--- config.mk ---
export PLATFORM = sky130hd
export DESIGN_NAME = mem_io_sequencer
export DESIGN_NICKNAME = d
export VERILOG_FILES = /design/src/rtl/mem_io_sequencer_pkg.sv /design/src/rtl/mem_io_sequencer.sv
export SDC_FILE = /design/constraint.sdc
export NUM_CORES = 1
export LEC_CHECK = 0
export ABC_AREA = 1
export CAP_MARGIN = 20
export CORE_UTILIZATION = 35
export DETAILED_ROUTE_END_ITERATION = 10
export GPL_ROUTABILITY_DRIVEN = 0
export PLACE_DENSITY_LB_ADDON = 0.12
export SETUP_SLACK_MARGIN = 0.1
export SLEW_MARGIN = 20
export SYNTH_ARGS = -nofsm -noshare
export SYNTH_HDL_FRONTEND = slang
export SYNTH_SLANG_ARGS = --single-unit
--- constraint.sdc ---
create_clock -name clk -period 1.6 [get_ports clk]
set_input_delay 0.24 -clock clk [delete_from_list [all_inputs] [get_ports clk]]
set_output_delay 0.24 -clock clk [all_outputs]
set_load 0.01 [all_outputs]
--- src/rtl/mem_io_sequencer_pkg.sv ---
// Shared types and constants for the load/store sequencer and the core wrapper.
// Address decode: the top 1 KiB of the 32-bit space is the memory-mapped I/O window.
package memio_pkg;

  typedef enum logic [2:0] {
    ST_IDLE,
    ST_MEM_RD,
    ST_MEM_WR,
    ST_IO_ACC,
    ST_RESP
  } state_e;

  localparam logic [21:0] IO_BASE_HI = 22'h3FFFFF;

  localparam logic [6:0] OP_LOAD  = 7'b0000011;
  localparam logic [6:0] OP_STORE = 7'b0100011;

  function automatic logic is_io(input logic [31:0] addr);
    return (addr >> 10) == {10'b0, IO_BASE_HI};
  endfunction

endpackage

--- src/rtl/mem_io_sequencer.sv ---
// Load/store sequencer: mem store 2 cycles, mem load MEM_LAT+2, I/O ack or IO_TIMEOUT+1.
// Accepts only in IDLE; stalls the core for the whole access including the RESP cycle.
module mem_io_sequencer
  import memio_pkg::*;
#(
  parameter int MEM_LAT    = 2,
  parameter int MEM_AW     = 14,
  parameter int IO_TIMEOUT = 16
) (
  input  logic              clk,
  input  logic              rst_n,
  input  logic              req_valid,
  input  logic              req_write,
  input  logic [31:0]       req_addr,
  input  logic [31:0]       req_wdata,
  output logic              req_ready,
  output logic              stall,
  output logic              resp_valid,
  output logic [31:0]       resp_rdata,
  output logic              resp_err,
  output logic              mem_en,
  output logic              mem_we,
  output logic [MEM_AW-1:0] mem_addr,
  output logic [31:0]       mem_wdata,
  input  logic [31:0]       mem_rdata,
  output logic              io_rd,
  output logic              io_wr,
  output logic [9:0]        io_addr,
  output logic [31:0]       io_wdata,
  input  logic [31:0]       io_rdata,
  input  logic              io_ack
);

  localparam int CNT_W = $clog2(IO_TIMEOUT + MEM_LAT + 1);

  state_e            r_state;
  state_e            w_next;
  logic              r_write;
  logic [MEM_AW-1:0] r_mem_addr;
  logic [9:0]        r_io_addr;
  logic [31:0]       r_wdata;
  logic [31:0]       r_rdata;
  logic              r_err;
  logic [CNT_W-1:0]  r_cnt;
  logic              r_mem_en;
  logic              r_mem_we;
  logic              r_io_rd;
  logic              r_io_wr;

  logic w_idle;
  logic w_accept;
  logic w_to_io;
  logic w_mem_done;
  logic w_io_tmo;

  assign w_idle     = (r_state == ST_IDLE);
  assign w_accept   = req_valid && w_idle;
  assign w_to_io    = is_io(req_addr);
  assign w_mem_done = (r_cnt == CNT_W'(MEM_LAT));
  assign w_io_tmo   = (r_cnt == CNT_W'(IO_TIMEOUT - 1));

  always_comb begin
    w_next = r_state;
    case (r_state)
      ST_IDLE: begin
        if (w_accept) begin
          if (w_to_io)        w_next = ST_IO_ACC;
          else if (req_write) w_next = ST_MEM_WR;
          else                w_next = ST_MEM_RD;
        end
      end
      ST_MEM_WR: w_next = ST_RESP;
      ST_MEM_RD: if (w_mem_done) w_next = ST_RESP;
      ST_IO_ACC: if (io_ack || w_io_tmo) w_next = ST_RESP;
      ST_RESP:   w_next = ST_IDLE;
      default:   w_next = ST_IDLE;
    endcase
  end

  always_ff @(posedge clk or negedge rst_n) begin
    if (!rst_n) r_state <= ST_IDLE;
    else        r_state <= w_next;
  end

  // Strobes are computed one cycle ahead so they leave straight from flops.
  always_ff @(posedge clk or negedge rst_n) begin
    if (!rst_n) begin
      r_write    <= 1'b0;
      r_mem_addr <= '0;
      r_io_addr  <= '0;
      r_wdata    <= '0;
      r_rdata    <= '0;
      r_err      <= 1'b0;
      r_cnt      <= '0;
      r_mem_en   <= 1'b0;
      r_mem_we   <= 1'b0;
      r_io_rd    <= 1'b0;
      r_io_wr    <= 1'b0;
    end else begin
      r_mem_en <= 1'b0;
      r_mem_we <= 1'b0;
      case (r_state)
        ST_IDLE: begin
          if (w_accept) begin
            r_write    <= req_write;
            r_mem_addr <= req_addr[MEM_AW+1:2];
            r_io_addr  <= req_addr[9:0];
            r_wdata    <= req_wdata;
            r_rdata    <= '0;
            r_err      <= 1'b0;
            r_cnt      <= '0;
            if (w_to_io) begin
              r_io_rd <= !req_write;
              r_io_wr <= req_write;
            end else begin
              r_mem_en <= 1'b1;
              r_mem_we <= req_write;
            end
          end
        end
        ST_MEM_RD: begin
          if (w_mem_done) r_rdata <= mem_rdata;
          else            r_cnt   <= r_cnt + CNT_W'(1);
        end
        ST_IO_ACC: begin
          // A late ack on the timeout cycle still counts as success.
          if (io_ack) begin
            if (!r_write) r_rdata <= io_rdata;
            r_io_rd <= 1'b0;
            r_io_wr <= 1'b0;
          end else if (w_io_tmo) begin
            r_err   <= 1'b1;
            r_io_rd <= 1'b0;
            r_io_wr <= 1'b0;
          end else begin
            r_cnt <= r_cnt + CNT_W'(1);
          end
        end
        default: ;
      endcase
    end
  end

  assign req_ready  = w_idle;
  assign stall      = w_accept || !w_idle;
  assign resp_valid = (r_state == ST_RESP);
  assign resp_rdata = resp_valid ? r_rdata : 32'h0;
  assign resp_err   = resp_valid && r_err;
  assign mem_en     = r_mem_en;
  assign mem_we     = r_mem_we;
  assign mem_addr   = r_mem_addr;
  assign mem_wdata  = r_wdata;
  assign io_rd      = r_io_rd;
  assign io_wr      = r_io_wr;
  assign io_addr    = r_io_addr;
  assign io_wdata   = r_wdata;

endmodule

==> key figures <==
Worst setup path
  – R2r setup slk: -0.12 ns
  – Largest fanout on the critical path: 16
  – Setup Crit Path Kind: reg -> out
  – Top delay family on crit path: buffers and inverters
  – Delay contributed by the slowest stage of the critical path: 0.41 ns
  – Data arrival at the endpoint of the critical path: 1.54 ns
  – Endpoint type of the worst setup path: primary output
  – Buffers and inverters on the worst path: 4
  – Required time of the critical path: 1.36 ns
  – Critical path's slowest cell: dfrtp_1
  – Chain of cells forming the critical path: inv_2, nand2_4, nor2_4, inv_4, clkbuf_16, nor2_1, buf_2
  – Kind of start point of the critical path: flip-flop

CTS
  – Sinks on Clock Net: 94
  – Clock tree from TritonCTS: built
  – Worst-case clock buffer depth: 2
  – H-Tree Depth: 3
  – Post-CTS clock slew at the launch and capture registers of the worst setup and hold paths: 0.07 ns
  – Skew-Pair Late Insertion Delay: 0.34 ns
  – CTS Buf Count: 9
  – Library cell used as clock root buffer: clkbuf_16

Power and ir drop
  – Power density cells: 1780 mW/mm2
  – Maximum vdd ir drop: 0.762 mV
  – Total design power: 16.8 mW
  – Static Leak: 5.03 nW

STA
  – Max Slew Vio Count: 0
  – Peak Freq: 563 MHz
  – Final critical-path setup slack: -0.177 ns
  – Rel. slew slack: 70.5%
  – Period utilisation layout: 111%
  – Final worst clock skew: 0.00796 ns
  – Measured slew at the worst slew-check pin: 0.443 ns
  – Tmin final: 1.78 ns
  – Hold Violations, Final: 0
  – Worst-case hold slack: 0.376 ns
  – Count of endpoints failing setup in the final report: 124
  – Unrepaired setup endpoints after global routing: yes

Synthesis
  – Mean area per synthesized cell: 7.44 um2
  – Xor and xnor fraction of the mapped netlist area: 0.184%
  – Post-Synth Simple-Gate Area: 32.2%
  – Share of synthesized cell area in full adder, half adder and majority cells: 0.790%
  – Share of synthesized area spent on multiplexers: 0%
  – Nets in the synthesized netlist: 774
  – Dominant combinational cell family by area after synthesis: simple AND/OR/NAND/NOR gates
  – Area fraction in compound gates after synthesis: 4.37%
  – Synth unique cells: 23
  – Synthesis warning total: 0
  – Netlist Area Pre-Place: 0.00475 mm2
  – Seq cells post-synth: 94
  – Share of the yosys chip area belonging to registers: 49.5%
  – Number of cells produced by synthesis: 638

Routing
  – Wire length reported by the detailed router: 18700 um
  – Total number of vias: 5343
  – Post-DR vias/cell: 4.85
  – Detailed Route Iter0 Violations: 304
  – First-pass iteration count of the detailed router: 5
  – DRC violation count after routing: 0
  – Wire per inst: 16.9 um
  – Residual antenna-violating net count after detailed routing: 0

Flow run
  – Number of violations of the max-capacitance limit: 0

Floorplan
  – Num rows: 42
  – Die outline width: 118 um
  – Starting density of the core: 35.9%
  – Core Region: 0.0132 mm2
  – Die outline height: 118 um
  – Number of I/O pins: 261
  – Total Die Area: 0.0140 mm2

Cells and area
  – Fin util: 71.3%
  – Filler cell count: 1013
  – Fraction of layout cells with a size suffix above 1: 36.2%
  – Number of cells in the finished layout apart from fillers: 1101
  – Relative area change from synthesis to final layout: 98.7%
  – Nets: 1056
  – Antenna cells: 0

Placed design
  – Number of placed instances, taps included: 1033
  – Number of I/O port buffers: 260
  – Final HPWL DP: 10400 um

Global route
  – Antenna violations before repair: 0
  – First-pass GRT wire length: 24900 um
  – Global Route Usage Sum: 22.3%
  – GRT Residual Overflow: 0
  – Vias in the first global route: 5102
  – Pin count of the biggest net entering global routing: 40

Outcome
  – Result of the run: complete, but fails checks
  – Violations in the final reports: negative setup slack

Worst hold path
  – Hold WC Path Type: in -> async
[logic make-up after synthesis]
group                    after synthesis
adder cells (fa/ha/maj)                3
flip-flops                            94
XOR/XNOR                               1
AO/OA/AOI/OAI                         41
AND/OR/NAND/NOR                      382
buffers and inverters                117
[worst paths after layout]
kind,startpoint,depth (start not counted),endpoint
max in group asynchronous,rst_n,3,r_rdata[23]
hold reg to reg,mem_addr[12],2,mem_addr[12]
setup / recovery,r_state[1],7,resp_rdata[31]
setup reg to reg,r_state[0],11,r_rdata[19]
min in group clk,req_valid,3,mem_en
hold / removal,rst_n,2,io_wdata[17]
[registers in the layout, summed over array words and instances, names as in the netlist]
signal    flops
io_addr       2
r_cnt         5
r_state       3
io_wdata     32
mem_we        1
r_write       1
r_err         1
io_rd         1
mem_en        1
r_rdata      32
mem_addr     14
io_wr         1
[power by group]
group | leakage, nW | switching, mW | internal (mW)
logic | 3.66 | 5.39 | 5.06
clock network | 0.156 | 0.912 | 1.42
registers | 1.21 | 0.619 | 3.46
total | 5.03 | 6.92 | 9.93
[worst register-to-register path: stages, from the launching register on]
cell and delay (ns):
dfrtp_1 0.38, inv_2 0.07, buf_4 0.16, nor2_4 0.18
buf_6 0.15, nand3_4 0.08, nand2_4 0.08, nor2_4 0.05
buf_12 0.16, buf_12 0.16, nand2_2 0.06, o21ai_1 0.07
[placed cells by master, fill, tap and decap left out, types with 9 or more instances in the layout]
cell type,count
nand2_1,156
clkdlybuf4s50_1,130
dfrtp_1,94
dlygate4sd2_1,82
nand2_2,65
nand2_4,63
inv_1,40
nand3_1,36
buf_2,31
o21ai_2,26
buf_6,24
clkbuf_16,23
buf_4,23
nor2_2,22
nor2_1,21
buf_12,14
dlymetal6s2s_1,11
nor2_4,9
[metrics by stage]
stage          setup TNS (ns)  cell area, um2  worst slack (ns)
2_1_floorplan               0            4770            0.0665
3_3_place_gp            -3.97            7440            -0.119
3_5_place_dp            -5.83            7440            -0.170
4_1_cts                 -3.77            8190            -0.180
5_1_grt                -17.71            9440            -0.231
6_report               -10.46            9440            -0.177
[cell usage after synthesis]
master    count  area, um2
clkbuf_1     10       37.5
ha_1          3       37.5
nand4_1       3       18.8
nand2_1     283       1060
nor2_4        3       33.8
nor3_1        1       5.00
inv_2         2       7.51
dfrtp_1      94       2350
nand2_2       1       6.26
a21oi_1       4       20.0
inv_1        47        176
o21ai_1      33        165
o21a_1        1       7.51
nor2_1       48        180
or2_0         2       12.5
buf_4        43        323
nand3_1      39        195
xor2_1        1       8.76
buf_2        12       60.1
nor2_2        1       6.26
nor3b_1       1       7.51
buf_1         3       11.3
o21ai_0       3       15.0
[layout make-up]
type / count / area, um2 / share of cell area (%)
Clock buffer: 11 / 243 / 2.57
Clock inverter: 5 / 81.3 / 0.862
Inverter: 49 / 199 / 2.11
Multi-Input combinational cell: 428 / 2730 / 28.9
Sequential cell: 94 / 2350 / 24.9
Tap cell: 176 / 220 / 2.33
Timing Repair Buffer: 338 / 3620 / 38.3
[layer usage]
metal | wire (um) | up-vias | GRT usage, %
met5 | 0 | - | 0
met4 | 557 | 0 | 10.1
met3 | 1070 | 42 | 4.83
met2 | 9790 | 209 | 38.8
met1 | 7240 | 2595 | 26.3
li1 | - | 2497 | -
[repair_timing]
| item | CTS | global route |
|---|---|---|
| endpoints found under the hold margin | 29 | 0 |
| setup endpoints to repair | 209 | 140 |
| hold buffers | 1 | 0 |
| gates resized for setup | 327 | 234 |
| buffers inserted | 16 | 17 |
| pin swaps | 18 | 53 |
| gates cloned | 8 | 17 |
Power figures use the tool's default switching activity.
